$ cat src/rtl/cpu_pkg.sv
// rtl/cpu_pkg.sv - command/direction codes and execute-stage state encoding
package cpu_pkg;

    localparam int unsigned CMD_NOP   = 0;
    localparam int unsigned CMD_MOVE  = 1;
    localparam int unsigned CMD_ROT   = 2;

    localparam int unsigned DIR_LEFT  = 0;
    localparam int unsigned DIR_RIGHT = 1;
    localparam int unsigned DIR_DOWN  = 2;
    localparam int unsigned ROT_CW    = 0;
    localparam int unsigned ROT_CCW   = 1;

    typedef enum logic [1:0] {
        ST_IDLE  = 2'd0,
        ST_CHECK = 2'd1,
        ST_TOUCH = 2'd2,
        ST_DONE  = 2'd3
    } state_t;

endpackage

$ cat src/rtl/cell_probe.sv
// rtl/cell_probe.sv - combinational bounds and occupancy test for one cell
module cell_probe #(
    parameter int MEM_WIDTH  = 4,
    parameter int MEM_HEIGHT = 4,
    parameter int WIDTH      = 8
) (
    input  logic [WIDTH-1:0]                x,
    input  logic [WIDTH-1:0]                y,
    input  logic [MEM_WIDTH*MEM_HEIGHT-1:0] field,
    output logic                            blocked
);

    logic hit;

    // Wrapped negative coordinates land far above the field and fail the bounds test.
    always_comb begin
        hit = 1'b0;
        for (int r = 0; r < MEM_HEIGHT; r++) begin
            for (int c = 0; c < MEM_WIDTH; c++) begin
                if (y == WIDTH'(r) && x == WIDTH'(c) && field[r*MEM_WIDTH + c]) begin
                    hit = 1'b1;
                end
            end
        end
    end

    assign blocked = hit || (x >= WIDTH'(MEM_WIDTH)) || (y >= WIDTH'(MEM_HEIGHT));

endmodule

$ cat src/rtl/piece_exec_stage.sv
// rtl/piece_exec_stage.sv - multi-cycle move/rotate execute stage with collision and touch probing
module piece_exec_stage
    import cpu_pkg::*;
#(
    parameter int MEM_WIDTH  = 4,
    parameter int MEM_HEIGHT = 4,
    parameter int WIDTH      = 8,
    parameter int CELLS      = 4
) (
    input  logic                            clk,
    input  logic                            rst,
    input  logic                            in_valid,
    output logic                            in_ready,
    input  logic [2*WIDTH-1:0]              instr,
    input  logic [WIDTH*CELLS-1:0]          coord_x,
    input  logic [WIDTH*CELLS-1:0]          coord_y,
    input  logic [MEM_WIDTH*MEM_HEIGHT-1:0] field,
    output logic                            out_valid,
    input  logic                            out_ready,
    output logic [WIDTH*CELLS-1:0]          new_coord_x,
    output logic [WIDTH*CELLS-1:0]          new_coord_y,
    output logic                            is_move,
    output logic                            is_touch,
    output logic                            err
);

    localparam int IW = $clog2(CELLS) + 1;

    state_t                          state;
    logic [IW-1:0]                   idx;
    logic                            blk;
    logic                            tch;
    logic [WIDTH*CELLS-1:0]          orig_x, orig_y, cand_xr, cand_yr;
    logic [MEM_WIDTH*MEM_HEIGHT-1:0] field_r;
    logic                            op_active, op_err;

    logic [WIDTH-1:0]                cmd, dir, px, py;
    logic                            move_ok, rot_ok;
    logic [WIDTH*CELLS-1:0]          cand_x, cand_y;
    logic [WIDTH-1:0]                probe_x, probe_y;
    logic                            probe_blk, blk_next, last;

    assign cmd = instr[2*WIDTH-1:WIDTH];
    assign dir = instr[WIDTH-1:0];
    assign px  = coord_x[WIDTH-1:0];
    assign py  = coord_y[WIDTH-1:0];

    assign move_ok = (cmd == WIDTH'(CMD_MOVE)) &&
                     (dir == WIDTH'(DIR_LEFT) || dir == WIDTH'(DIR_RIGHT) || dir == WIDTH'(DIR_DOWN));
    assign rot_ok  = (cmd == WIDTH'(CMD_ROT)) &&
                     (dir == WIDTH'(ROT_CW) || dir == WIDTH'(ROT_CCW));

    for (genvar i = 0; i < CELLS; i++) begin : g_cand
        logic [WIDTH-1:0] ox, oy, dx, dy, nx, ny;
        assign ox = coord_x[i*WIDTH +: WIDTH];
        assign oy = coord_y[i*WIDTH +: WIDTH];
        assign dx = ox - px;
        assign dy = oy - py;
        // Rotation about cell 0 in modulo-2^WIDTH arithmetic; wrap-around is caught by the bounds probe.
        always_comb begin
            nx = ox;
            ny = oy;
            if (move_ok) begin
                if (dir == WIDTH'(DIR_LEFT))       nx = ox - WIDTH'(1);
                else if (dir == WIDTH'(DIR_RIGHT)) nx = ox + WIDTH'(1);
                else                               ny = oy + WIDTH'(1);
            end else if (rot_ok) begin
                if (dir == WIDTH'(ROT_CW)) begin
                    nx = px - dy;
                    ny = py + dx;
                end else begin
                    nx = px + dy;
                    ny = py - dx;
                end
            end
        end
        assign cand_x[i*WIDTH +: WIDTH] = nx;
        assign cand_y[i*WIDTH +: WIDTH] = ny;
    end

    // One shared probe: candidates during CHECK, committed cells shifted down one row during TOUCH.
    always_comb begin
        probe_x = '0;
        probe_y = '0;
        for (int k = 0; k < CELLS; k++) begin
            if (idx == IW'(k)) begin
                if (state == ST_TOUCH) begin
                    probe_x = new_coord_x[k*WIDTH +: WIDTH];
                    probe_y = new_coord_y[k*WIDTH +: WIDTH] + WIDTH'(1);
                end else begin
                    probe_x = cand_xr[k*WIDTH +: WIDTH];
                    probe_y = cand_yr[k*WIDTH +: WIDTH];
                end
            end
        end
    end

    cell_probe #(
        .MEM_WIDTH  (MEM_WIDTH),
        .MEM_HEIGHT (MEM_HEIGHT),
        .WIDTH      (WIDTH)
    ) u_probe (
        .x       (probe_x),
        .y       (probe_y),
        .field   (field_r),
        .blocked (probe_blk)
    );

    assign blk_next  = blk | probe_blk;
    assign last      = (idx == IW'(CELLS - 1));
    assign in_ready  = (state == ST_IDLE);
    assign out_valid = (state == ST_DONE);

    always_ff @(posedge clk or negedge rst) begin
        if (!rst) begin
            state       <= ST_IDLE;
            idx         <= '0;
            blk         <= 1'b0;
            tch         <= 1'b0;
            orig_x      <= '0;
            orig_y      <= '0;
            cand_xr     <= '0;
            cand_yr     <= '0;
            field_r     <= '0;
            op_active   <= 1'b0;
            op_err      <= 1'b0;
            new_coord_x <= '0;
            new_coord_y <= '0;
            is_move     <= 1'b0;
            is_touch    <= 1'b0;
            err         <= 1'b0;
        end else begin
            case (state)
                ST_IDLE: begin
                    if (in_valid) begin
                        orig_x    <= coord_x;
                        orig_y    <= coord_y;
                        cand_xr   <= cand_x;
                        cand_yr   <= cand_y;
                        field_r   <= field;
                        op_active <= move_ok || rot_ok;
                        op_err    <= !(move_ok || rot_ok || cmd == WIDTH'(CMD_NOP));
                        idx       <= '0;
                        blk       <= 1'b0;
                        tch       <= 1'b0;
                        state     <= ST_CHECK;
                    end
                end
                ST_CHECK: begin
                    blk <= blk_next;
                    if (last) begin
                        new_coord_x <= blk_next ? orig_x : cand_xr;
                        new_coord_y <= blk_next ? orig_y : cand_yr;
                        is_move     <= !blk_next && op_active;
                        err         <= op_err;
                        idx         <= '0;
                        state       <= ST_TOUCH;
                    end else begin
                        idx <= idx + IW'(1);
                    end
                end
                ST_TOUCH: begin
                    tch <= tch | probe_blk;
                    if (last) begin
                        is_touch <= tch | probe_blk;
                        state    <= ST_DONE;
                    end else begin
                        idx <= idx + IW'(1);
                    end
                end
                default: begin
                    if (out_ready) state <= ST_IDLE;
                end
            endcase
        end
    end

endmodule
$ cat config.mk
export PLATFORM = sky130hd
export DESIGN_NAME = piece_exec_stage
export DESIGN_NICKNAME = d
export VERILOG_FILES = /design/src/rtl/cpu_pkg.sv /design/src/rtl/cell_probe.sv /design/src/rtl/piece_exec_stage.sv
export SDC_FILE = /design/constraint.sdc
export NUM_CORES = 1
export LEC_CHECK = 0
export CORE_ASPECT_RATIO = 2
export CORE_MARGIN = 4
export CORE_UTILIZATION = 30
export DETAILED_ROUTE_END_ITERATION = 10
export DONT_BUFFER_PORTS = 1
export HOLD_SLACK_MARGIN = 0.06
export PLACE_DENSITY_LB_ADDON = 0.2
export SYNTH_ARGS = -nofsm -noshare
export SYNTH_HDL_FRONTEND = slang
export SYNTH_SLANG_ARGS = --single-unit
export TNS_END_PERCENT = 30
$ cat constraint.sdc
create_clock -name clk -period 4.1 [get_ports clk]
set_input_delay 1.025 -clock clk [delete_from_list [all_inputs] [get_ports clk]]
set_output_delay 1.025 -clock clk [all_outputs]
set_load 0.005 [all_outputs]
==> flow_metrics.env <==
export IMPL_dp_hpwl_mm=51.1
export IMPL_tns_ns=0
export IMPL_synth_top_area_share_pct=34.2
export IMPL_irDropWorstVdd_uv=251
export IMPL_area_growth_pct=17.9
export IMPL_cts_tree="yes"
export IMPL_cts_made_buffers=21
export IMPL_synth_area_leaders="dfrtp_1, ha_1, nand2_1, mux2i_1, a21oi_1"
export IMPL_finalClockSkew_ns=0.0131
export IMPL_synth_top_area_cell="dfrtp_1"
export IMPL_finalHoldWorstSlack_ns=0.203
export IMPL_wl_per_cell_um=22.9
export IMPL_max_stage_delay_ns=0.34
export IMPL_cts_hold_fix_buffers=0
export IMPL_syn_avg_cell_area_um2=8.29
export IMPL_crit_family="simple AND/OR/NAND/NOR gates"
export IMPL_vias_per_cell=5.31
export IMPL_htreeDepth=1
export IMPL_diodes=0
export IMPL_grt_pass1_vias=14900
export IMPL_finalHoldViolations=0
export IMPL_cp_required_ns=4.48
export IMPL_arrival_ns=4.27
export IMPL_syn_instance_count=1942
export IMPL_grt_pass1_wl_mm=93.6
export IMPL_path_class="in2reg"
export IMPL_seq_area_frac_synth_pct=34.2
export IMPL_setup_ws_ns=0.203
export IMPL_path_buf_inv=2
export IMPL_vias=14600
export IMPL_cp_max_fo=10
export IMPL_dp_cells=2716
export IMPL_p_total_w=0.0111
export IMPL_post_route_period_util_pct=95.0
export IMPL_nets=2302
export IMPL_p_leak_nw=9.14
export IMPL_cts_resized=0
export IMPL_antenna_found_initial=1
export IMPL_crit_path_top_delay_cell="or2_2"
export IMPL_status="finished, final reports clean"
export IMPL_setup_viol_count_final=0
export IMPL_drc=0
export IMPL_die_x_um=172
export IMPL_drt_iter0_markers=806
export IMPL_worst_pin_slew_ns=0.808
export IMPL_clockRootBuffer="clkbuf_16"
export IMPL_overflow=0
export IMPL_drive_gt1_share_pct=12.9
export IMPL_dieArea_um2=57700
export IMPL_syn_area_um2=16100
export IMPL_max_freq_mhz=257
export IMPL_synth_nets=2170
export IMPL_synthArstFlopShare_pct=100
export IMPL_synth_common_cells="nand2_1, dfrtp_1, a21oi_1"
export IMPL_yosysMostFrequentCell="nand2_1"
export IMPL_fin_crit_ns=3.90
export IMPL_start_util_pct=30.5
export IMPL_cts_sinks=220
export IMPL_crit_chain="clkinvlp_4 -> ha_1 -> nor2b_1 -> o21a_1 -> o21a_1 -> or2_2 -> and3_1 -> nor2_1 -> xnor2_1 -> buf_4 -> ha_1 -> a21oi_1 -> o21ai_0 -> xnor2_1 -> nor2b_1 -> mux2i_1 -> o211ai_1"
export IMPL_synthDistinctLibCells=76
export IMPL_dr_pass1_iters=5
export IMPL_post_cts_buffers=0
export IMPL_ant_nets=0
export IMPL_clk_pin_slew_ns=0.07
export IMPL_yosysWarnings=0
export IMPL_worstSetupEndpointType="flop"
export IMPL_rsz0062_at_grt="yes"
export IMPL_rows=119
export IMPL_relSlewSlack_pct=45.9
export IMPL_hold_class="in2async"
export IMPL_ys_flop_type="dfrtp_1"
export IMPL_pre_cts_ws_ns=-0.457
export IMPL_dieHeight_um=336
export IMPL_drv_slew=0
export IMPL_power_density_nw_per_um2=587
export IMPL_critPathLaunchType="primary input"
export IMPL_synth_edff_count=0
export IMPL_grt_usage_pct=21.5
export IMPL_clock_path_buffers=3
export IMPL_yosys_register_bits=220
export IMPL_core_area_um2=52900
export IMPL_insertion_delay_ns=0.52
export IMPL_gp_congestion=0.903
export IMPL_io_buffers=0
export IMPL_routed_wirelength_mm=63.1
export IMPL_cap_viol_max_count=0
export IMPL_stdcell_count=2753
export IMPL_top_level_ports=169
export IMPL_grt_max_degree=221
placed cells by master (no fill, tap or decap), types with 6 or more instances in the layout:
master and n:
clkbuf_8 6, dfrtp_1 220, xnor2_1 73, mux2i_1 98, o21bai_1 9, o22ai_1 19
fa_1 12, nand3b_1 7, or3_1 9, o311ai_0 6, ha_1 115, nor2b_1 13
a21oi_1 157, buf_12 8, o221ai_1 11, and4_1 6, nand4_1 11, o21a_1 10
and3_1 8, or4_1 9, nor4_1 16, nor3_1 43, o22a_1 7, nand2_1 378
nor2_1 158, o21ai_0 134, buf_4 191, inv_1 68, xor2_1 42, a21o_1 38
a31oi_1 17, o31ai_1 11, nand2b_1 9, clkbuf_16 21, nand3_1 43
per-layer routing:
layer	GRT usage [%]	vias to the layer above	routed length (um)
met1	23.8	6993	23000
li1	-	7094	-
met5	0	-	18
met4	12.3	2	4250
met2	38.0	413	31600
met3	4.25	103	4160
cell families after synthesis:
family                     Yosys count  synth area share [%]
buffers and inverters              160                  4.12
and+or+nand+nor                    729                  19.7
muxes                              105                  6.67
adders and majority gates          128                  10.5
AOI/OAI and AO/OA                  482                  18.2
DFF                                220                  34.2
xor gates and xnor gates           118                  6.59
flip-flops by register name (all words and copies together), names as in the netlist, 2 cells and up:
name,flops
cand_yr,32
orig_y,32
field_r,16
state,2
new_coord_y,32
orig_x,32
new_coord_x,32
idx,3
cand_xr,32
report_power, final:
group / leakage [nW] / switching [W] / internal [W]
Clock: 0.361 / 0.000895 / 0.00125
Sequential: 2.81 / 0.000779 / 0.00302
Combinational: 5.97 / 0.00285 / 0.00234
Total: 9.14 / 0.00452 / 0.00661
area by class of cell:
type	instances	area [um2]
Inverter	70	267
Multi-Input combinational cell	1562	10000
Tap cell	665	832
Clock inverter	7	120
Fill cell	5470	33900
Sequential cell	220	5510
Clock buffer	30	619
Timing Repair Buffer	199	1590
through the flow:
step / cell area (um2) / utilization, %
after floorplan: 16200 / -
after global placement: 18200 / 34.5
after detailed placement: 18200 / 34.5
after CTS: 19000 / 35.9
after global routing: 19000 / 35.9
final: 19000 / 35.9
path summary, 6_finish.rpt:
kind	start	to	slack, ns	cells after the start
min	rst	orig_y[14]	0.20	0
max in group asynchronous	rst	new_coord_x[15]	3.37	0
min reg2reg	orig_x[21]	orig_x[21]	0.48	2
max reg2reg	state[0]	new_coord_y[10]	0.30	12
max	coord_x[1]	cand_yr[15]	0.20	17
min in group clk	orig_x[21]	orig_x[21]	0.48	2
Power figures use the tool's default switching activity.
